==> config.mk <==
export PLATFORM = sky130hd
export DESIGN_NAME = cp0_unit
export DESIGN_NICKNAME = d
export VERILOG_FILES = /design/src/rtl/cp0_unit_pkg.sv /design/src/rtl/cp0_unit.sv
export SDC_FILE = /design/constraint.sdc
export NUM_CORES = 1
export LEC_CHECK = 0
export ABC_AREA = 0
export BUFFER_PORTS_ARGS = -buffer_cell sky130_fd_sc_hd__buf_2
export CAP_MARGIN = 30
export CELL_PAD_IN_SITES_DETAIL_PLACEMENT = 1
export CELL_PAD_IN_SITES_GLOBAL_PLACEMENT = 2
export CORE_MARGIN = 2
export CORE_UTILIZATION = 25
export CTS_CLUSTER_DIAMETER = 80
export DETAILED_ROUTE_END_ITERATION = 12
export PLACE_DENSITY_LB_ADDON = 0.1
export SLEW_MARGIN = 25
export SYNTH_ARGS = -nofsm -noshare
export SYNTH_HDL_FRONTEND = slang
export SYNTH_SLANG_ARGS = --single-unit
==> constraint.sdc <==
create_clock -name clk -period 2.9 [get_ports clk]
set_input_delay 0.29 -clock clk [delete_from_list [all_inputs] [get_ports clk]]
set_output_delay 0.29 -clock clk [all_outputs]
set_load 0.01 [all_outputs]
==> src/rtl/cp0_unit_pkg.sv <==
// Shared definitions for the MIPS coprocessor 0: register numbers, exception codes,
// SR/Cause field positions and the exception-tag layout.
package cp0_unit_pkg;

  localparam logic [4:0] CP0_REG_SR    = 5'd12;
  localparam logic [4:0] CP0_REG_CAUSE = 5'd13;
  localparam logic [4:0] CP0_REG_EPC   = 5'd14;
  localparam logic [4:0] CP0_REG_PRID  = 5'd15;

  localparam logic [4:0] EXC_INT  = 5'd0;
  localparam logic [4:0] EXC_ADEL = 5'd4;
  localparam logic [4:0] EXC_ADES = 5'd5;
  localparam logic [4:0] EXC_RI   = 5'd10;
  localparam logic [4:0] EXC_OV   = 5'd12;

  localparam int SR_IM_LSB     = 10;
  localparam int SR_EXL_BIT    = 1;
  localparam int SR_IE_BIT     = 0;
  localparam int CAUSE_BD_BIT  = 31;
  localparam int CAUSE_IP_LSB  = 10;
  localparam int CAUSE_EXC_LSB = 2;

  localparam int EXC_TAG_W     = 6;
  localparam int EXC_VLD_BIT   = 5;

endpackage

==> src/rtl/cp0_unit.sv <==
// Coprocessor 0 at the M stage: SR/Cause/EPC/PRId, interrupt/exception arbitration
// and the flush/redirect request toward the NPC unit.
module cp0_unit
  import cp0_unit_pkg::*;
#(
  parameter logic [31:0] PRID     = 32'h4255_4143,
  parameter logic [31:0] SR_RESET = 32'h0000_FC01
) (
  input  logic        clk,
  input  logic        reset,
  input  logic [4:0]  A1,
  input  logic [4:0]  A2,
  input  logic [31:0] DIn,
  input  logic        WE,
  input  logic [31:0] PC_M,
  input  logic        BD_M,
  input  logic [5:0]  EXC_M,
  input  logic [5:0]  HWInt,
  input  logic        EXLClr,
  output logic        IntReq,
  output logic [31:0] EPC_out,
  output logic [31:0] DOut
);

  logic [5:0]  im_q, im_d;
  logic        exl_q, exl_d;
  logic        ie_q, ie_d;
  logic        bd_q, bd_d;
  logic [5:0]  ip_q, ip_d;
  logic [4:0]  code_q, code_d;
  logic [31:0] epc_q, epc_d;

  logic        int_hit;
  logic        exc_hit;
  logic [31:0] sr_word;
  logic [31:0] cause_word;

  assign int_hit = (|(HWInt & im_q)) & ie_q & ~exl_q;
  assign exc_hit = EXC_M[EXC_VLD_BIT] & ~exl_q;
  assign IntReq  = int_hit | exc_hit;

  assign sr_word    = {16'b0, im_q, 8'b0, exl_q, ie_q};
  assign cause_word = {bd_q, 15'b0, ip_q, 3'b0, code_q, 2'b0};
  assign EPC_out    = epc_q;

  always_comb begin
    DOut = 32'b0;
    case (A1)
      CP0_REG_SR:    DOut = sr_word;
      CP0_REG_CAUSE: DOut = cause_word;
      CP0_REG_EPC:   DOut = epc_q;
      CP0_REG_PRID:  DOut = PRID;
      default:       DOut = 32'b0;
    endcase
  end

  always_comb begin
    im_d   = im_q;
    exl_d  = exl_q;
    ie_d   = ie_q;
    bd_d   = bd_q;
    code_d = code_q;
    epc_d  = epc_q;
    ip_d   = HWInt;
    if (IntReq) begin
      // Entry swallows any mtc0/eret issued in the same cycle.
      exl_d  = 1'b1;
      code_d = int_hit ? EXC_INT : EXC_M[4:0];
      bd_d   = BD_M;
      epc_d  = (BD_M ? (PC_M - 32'd4) : PC_M) & 32'hFFFF_FFFC;
    end else begin
      if (WE && (A2 == CP0_REG_SR)) begin
        im_d  = DIn[SR_IM_LSB +: 6];
        exl_d = DIn[SR_EXL_BIT];
        ie_d  = DIn[SR_IE_BIT];
      end
      if (WE && (A2 == CP0_REG_EPC)) begin
        epc_d = DIn;
      end
      if (EXLClr) begin
        exl_d = 1'b0;
      end
    end
  end

  always_ff @(posedge clk) begin
    if (!reset) begin
      im_q   <= SR_RESET[SR_IM_LSB +: 6];
      exl_q  <= SR_RESET[SR_EXL_BIT];
      ie_q   <= SR_RESET[SR_IE_BIT];
      bd_q   <= 1'b0;
      ip_q   <= 6'b0;
      code_q <= 5'b0;
      epc_q  <= 32'b0;
    end else begin
      im_q   <= im_d;
      exl_q  <= exl_d;
      ie_q   <= ie_d;
      bd_q   <= bd_d;
      ip_q   <= ip_d;
      code_q <= code_d;
      epc_q  <= epc_d;
    end
  end

endmodule

# After elaboration in Yosys (flattened, before gate mapping)
# Index checks and enable logic that the tools add are counted.
# word_totals
ff_bits,52
in_bits,91
out_inout_bits,65
# classes
add_sub_neg,1
n_eq_ne,6
mux,8
bitwise_logic,8
reduce_logical,7
# op_table
operator,count
32-bit case mux with 4 select lines,1
32-bit 2-to-1 mux,3
32-bit by 3-bit subtractor with 32-bit output (second input constant),1
5-bit by 4-bit equality test with 1-bit output (second input constant),6
6-bit bitwise AND,1
6-bit OR reduction,1
5-bit 2-to-1 mux,1
1-bit bitwise AND,3
1-bit 2-to-1 mux,3
1-bit NOT,3
3-bit nonzero test,1
1-bit logical AND,2
2-bit AND reduction,1
2-bit nonzero test,1
2-bit OR reduction,1
1-bit OR,1

# Depth between registers and ports, before layout
# depth
depth_word,7
mapped_depth,8
ltp_nobuf,6

# Worst setup path before layout
# Ideal clock, no wire load.
# synth_path
path_kind,input port to flip-flop
start,in PC_M[20]
end,reg epc_q[31] (netlist: EPC_out[31])
setup_ns,0.122
arrival_ns,2.109
required_ns,2.778
slack_ns,0.669
stages,5
path_buffers,1
cell_sequence,or4_4 -> or4_4 -> buf_6 -> o31a_1 -> o311a_1
# synth_between
elab_chain_cells,3
# synth_lines
item,line,rtl
from (decl),cp0_unit.sv:15,"input logic [31:0] PC_M,"
32-bit by 3-bit subtractor with 32-bit output,cp0_unit.sv:70,epc_d = (BD_M ? (PC_M - 32'd4) : PC_M) & 32'hFFFF_FFFC;
32-bit 2-to-1 mux,cp0_unit.sv:70,
32-bit 2-to-1 mux,cp0_unit.sv:65,if (IntReq) begin
to (signal assigned),cp0_unit.sv:102,epc_q <= epc_d;
to (decl),cp0_unit.sv:31,"logic [31:0] epc_q, epc_d;"
# Every way passes these cells.
# A chain may end at the register's enable or synchronous reset.

# Final worst setup path
# layout_path
start,in A1[0]
end,out DOut[28]
# layout_between
elab_chain_cells,2
# layout_lines
item,line,rtl
from (decl),cp0_unit.sv:11,"input logic [4:0] A1,"
5-bit by 4-bit equality test with 1-bit output,cp0_unit.sv:48,case (A1)
32-bit case mux with 4 select lines *,cp0_unit.sv:48,
to (decl),cp0_unit.sv:22,output logic [31:0] DOut
# Every way passes the cells marked *; elsewhere a longest branch is shown, timed or not.

==> impl_results.md <==
* Run status: finished, final reports clean
* Routed WL per cell at 19.9 µm
* Crit end category: output pin
* Compound-cell area share of the yosys netlist at ~28%
* Clock share of power at about two fifths
* Logic gate share of total power at 21.4%
* IO Port Bufs at 153
* Initial core utilization at approximately 26%
* Min-Delay Path Depth at 2
* Initial antenna violation count at 1
* Detailed Route Iter0 Violations at 135
* Hold Crit Start: HWInt[5]
* Final core utilization at between 30% and 40%
* IR drop worst, VDD at ~0.21 mV
* Clk_lat worst skew at ~300 ps
* Netlist cell types at a little over 60
* Pwr dens at about 450 nW/µm²
* Post-CTS Hold Buffers at 0
* Largest family of logic cells by synthesized area: simple AND/OR/NAND/NOR gates
* CTS max path bufs at 2
* H-tree levels at 2
* Slew Limit Fails at 0
* Row cnt at between 40 and 50
* Seq/Total Area, Yosys at 30.5%
* Final net count at approximately 650
* Layout area overhead at 31.9%
* Post-DR vias/cell at 5.22
* RSZ-0062 raised after global routing: no
* Tcrit/Tclk final at around 75%
* Max_slew headroom at between 40% and 50%
* First-pass GRT wire length at between 20 and 25 mm
* RR Endpoint: EPC_out[10]$_SDFFE_PN0P_
* Post-synth top flop: dfxtp_1
* Design Power at ~2 mW
* Worst-path maximum fanout at 22
* Reg2reg path depth at 5
* Leak at about 1.8 nW
* Die Span Y at between 100 and 150 µm
* Fmax at 459 MHz
* Final Setup Violations at 0
* Die Width at approximately 120 µm
* Clock Sinks at 52
* Switching share of power at approximately 29%
* GRT overflow at 0
* Layout cell share with drive strength beyond 1 at ~33%
* Hold slack at ~210 ps
* Number of global-route vias before repair at 3,997
* Final Skew at around 6.4 ps
* GP Congestion at between 0.7 and 0.8
* Vias at 3,852
* Cell Chain, Critical Path: buf_2 > nand2b_1 > nor2_1 > and2_1 > buf_2
* Synth Area in XOR/XNOR at between 2 and 2.5%
* Antenna-violating nets left at 0
* Slew @ Worst Pin at a little under 900 ps
* Post-synth net total at between 500 and 600
* Destination of the worst hold path: ip_q[5]$_SDFF_PN0_
* Min-Delay Path Class: in -> reg
* Aggregate routed wire length at approximately 15 mm
* Crit Path Class: in -> out
* Synth Register Bits at 52
* Worst reg2reg startpoint: im_q[3]$_SDFFE_PN1P_
* Commonest non-fill, non-tap cell in the layout: buf_2
* Gr usage total at 20.1%
* Simple-gate share of the synthesized area at between 20% and 30%
* WP data required at approximately 2600 ps
* Synth warn at 0
* DR DRC count at 0
* Pre-CTS setup slack at ~490 ps
* TritonCTS clock tree: done
* Reg clk slew, reported paths at 80 ps
* CP Data Arrival Time at roughly 1900 ps
* Mux contribution to synthesized area at between 3 and 4%
* Slowest cell on crit path: nor2_1
* Post-Synthesis Cell Area at 3420 µm²
* Pint at about 1.4 mW
* Core Footprint at roughly 13,000 µm²
* Post-Synth Adder-Cell Area at less than 1%
* Post-synthesis cell count at 428
* HPWL after DPL at around 11 mm
* CP Launch Type: primary input
* Post-synth EDFFs at 0
* CTS Buf Count at 5
* CP max stage delay at 510 ps
* Post-CTS setup buffers at 0
* Syn Area/Cell at ~8.0 µm²
* Number of antenna diodes at 0
* Largest net degree at the start of global routing at 36
* FILL cells at around 1,600
* Post-route setup TNS at 0 ps
* Final critical-path required period at about 2200 ps
* Post-synth ARST share at 0%
* R2r setup slk at ~1100 ps
* Commonest non-fill, non-tap cells in the layout: 153 x buf_2, 52 x dfxtp_1, 47 x nor2_1, 19 x nand2_1, 18 x nand3_1
* Seq pwr share at slightly below 40%
* Die ar. at between 10,000 and 15,000 µm²
* DRT Pass-1 Iters at 4
* Final hold vios at 0
* PnR worst setup slack at around 720 ps
* Max-cap violations at 0
* # IOs at 156
* Net Sw Power at 0.590 mW
* Crit-path most repeated cell: buf_2
* Clock tree root driver cell: clkbuf_16
* Post-cts sizing count at 0
-- logic make-up after synthesis --
kind of cell | count (synthesis)
XOR/XNOR | 9
buffers and inverters | 52
AO/OA/AOI/OAI | 122
AND/OR/NAND/NOR | 180
multiplexers | 12
adder cells (fa/ha/maj) | 1
flip-flops | 52
-- worst max-delay path, delay by kind of cell --
kind | cells | cell delay (ps)
buffers and inverters | 2 | 420
AND/OR/NAND/NOR | 3 | 1160
-- layer usage --
metal	wire (µm)	part of all wire (%)	track usage, %	vias to the layer above
li1	-	-	-	1911
met1	6770	46	27.4	1823
met2	6950	47	33.0	104
met3	718	4.9	3.10	14
met4	249	1.7	5.09	0
met5	0	0	0	-
-- how the worst max path moves through the flow --
| stage | start | endpoint | slack, ps | cells after the start |
|---|---|---|---|---|
| floorplan | PC_M[20] | EPC_out[31]$_SDFFE_PN0P_ | 670 | 5 |
| global placement | PC_M[26] | EPC_out[31]$_SDFFE_PN0P_ | 500 | 5 |
| detailed placement | PC_M[26] | EPC_out[31]$_SDFFE_PN0P_ | 490 | 5 |
| CTS | A1[0] | DOut[28] | 740 | 5 |
| global route | A1[0] | DOut[28] | 630 | 5 |
| finish | A1[0] | DOut[28] | 720 | 5 |
-- flip-flops by register name, indices dropped and copies added, names as in the netlist --
signal   cells
EPC_out     32
bd_q         1
code_q       5
exl_q        1
ie_q         1
im_q         6
ip_q         6
-- stage by stage --
stage               std cells  instance area (µm²)
global placement          730                 4310
global route              738                 4510
finish                    738                 4510
detailed placement        730                 4310
CTS                       738                 4510
floorplan                 428                 3420
-- power groups by stage --
stage | Combinational [mW] | Clock (mW) | Sequential [mW]
floorplan | 0.221 | 0 | 0.824
finish | 0.434 | 0.792 | 0.801
CTS | 0.437 | 0.821 | 0.802
global placement | 0.432 | 0 | 0.816
detailed placement | 0.436 | 0 | 0.819
global route | 0.479 | 0.844 | 0.807
-- synthesized netlist by cell type, types with 7 or more instances --
cell type | instances | area (µm²)
a211oi_1 | 13 | 97.6
a21oi_1 | 15 | 75.1
a311oi_1 | 7 | 61.3
and2_1 | 11 | 68.8
clkbuf_1 | 28 | 105
dfxtp_1 | 52 | 1040
inv_1 | 12 | 45.0
mux2i_1 | 11 | 110
nand2_1 | 19 | 71.3
nand3_1 | 18 | 90.1
nand4_1 | 15 | 93.8
nor2_1 | 47 | 176
nor3_1 | 15 | 75.1
nor4_1 | 14 | 87.6
o211ai_1 | 9 | 67.6
o21ai_1 | 7 | 35.0
o311a_1 | 9 | 90.1
o31a_1 | 14 | 123
o31ai_1 | 11 | 82.6
or3_1 | 9 | 56.3
or4_1 | 7 | 52.6
-- cell type report --
cell class                      instances  area, µm²  share of cell area (%)
Tap cell                              176        220                    4.89
Multi-Input combinational cell        324       2140                    47.6
Sequential cell                        52       1040                    23.1
Clock inverter                          3       68.8                    1.53
Timing Repair Buffer                  162        846                    18.8
Clock buffer                            5        125                    2.78
Inverter                               16       60.1                    1.33
No activity file was read; power rests on OpenSTA's default activity.
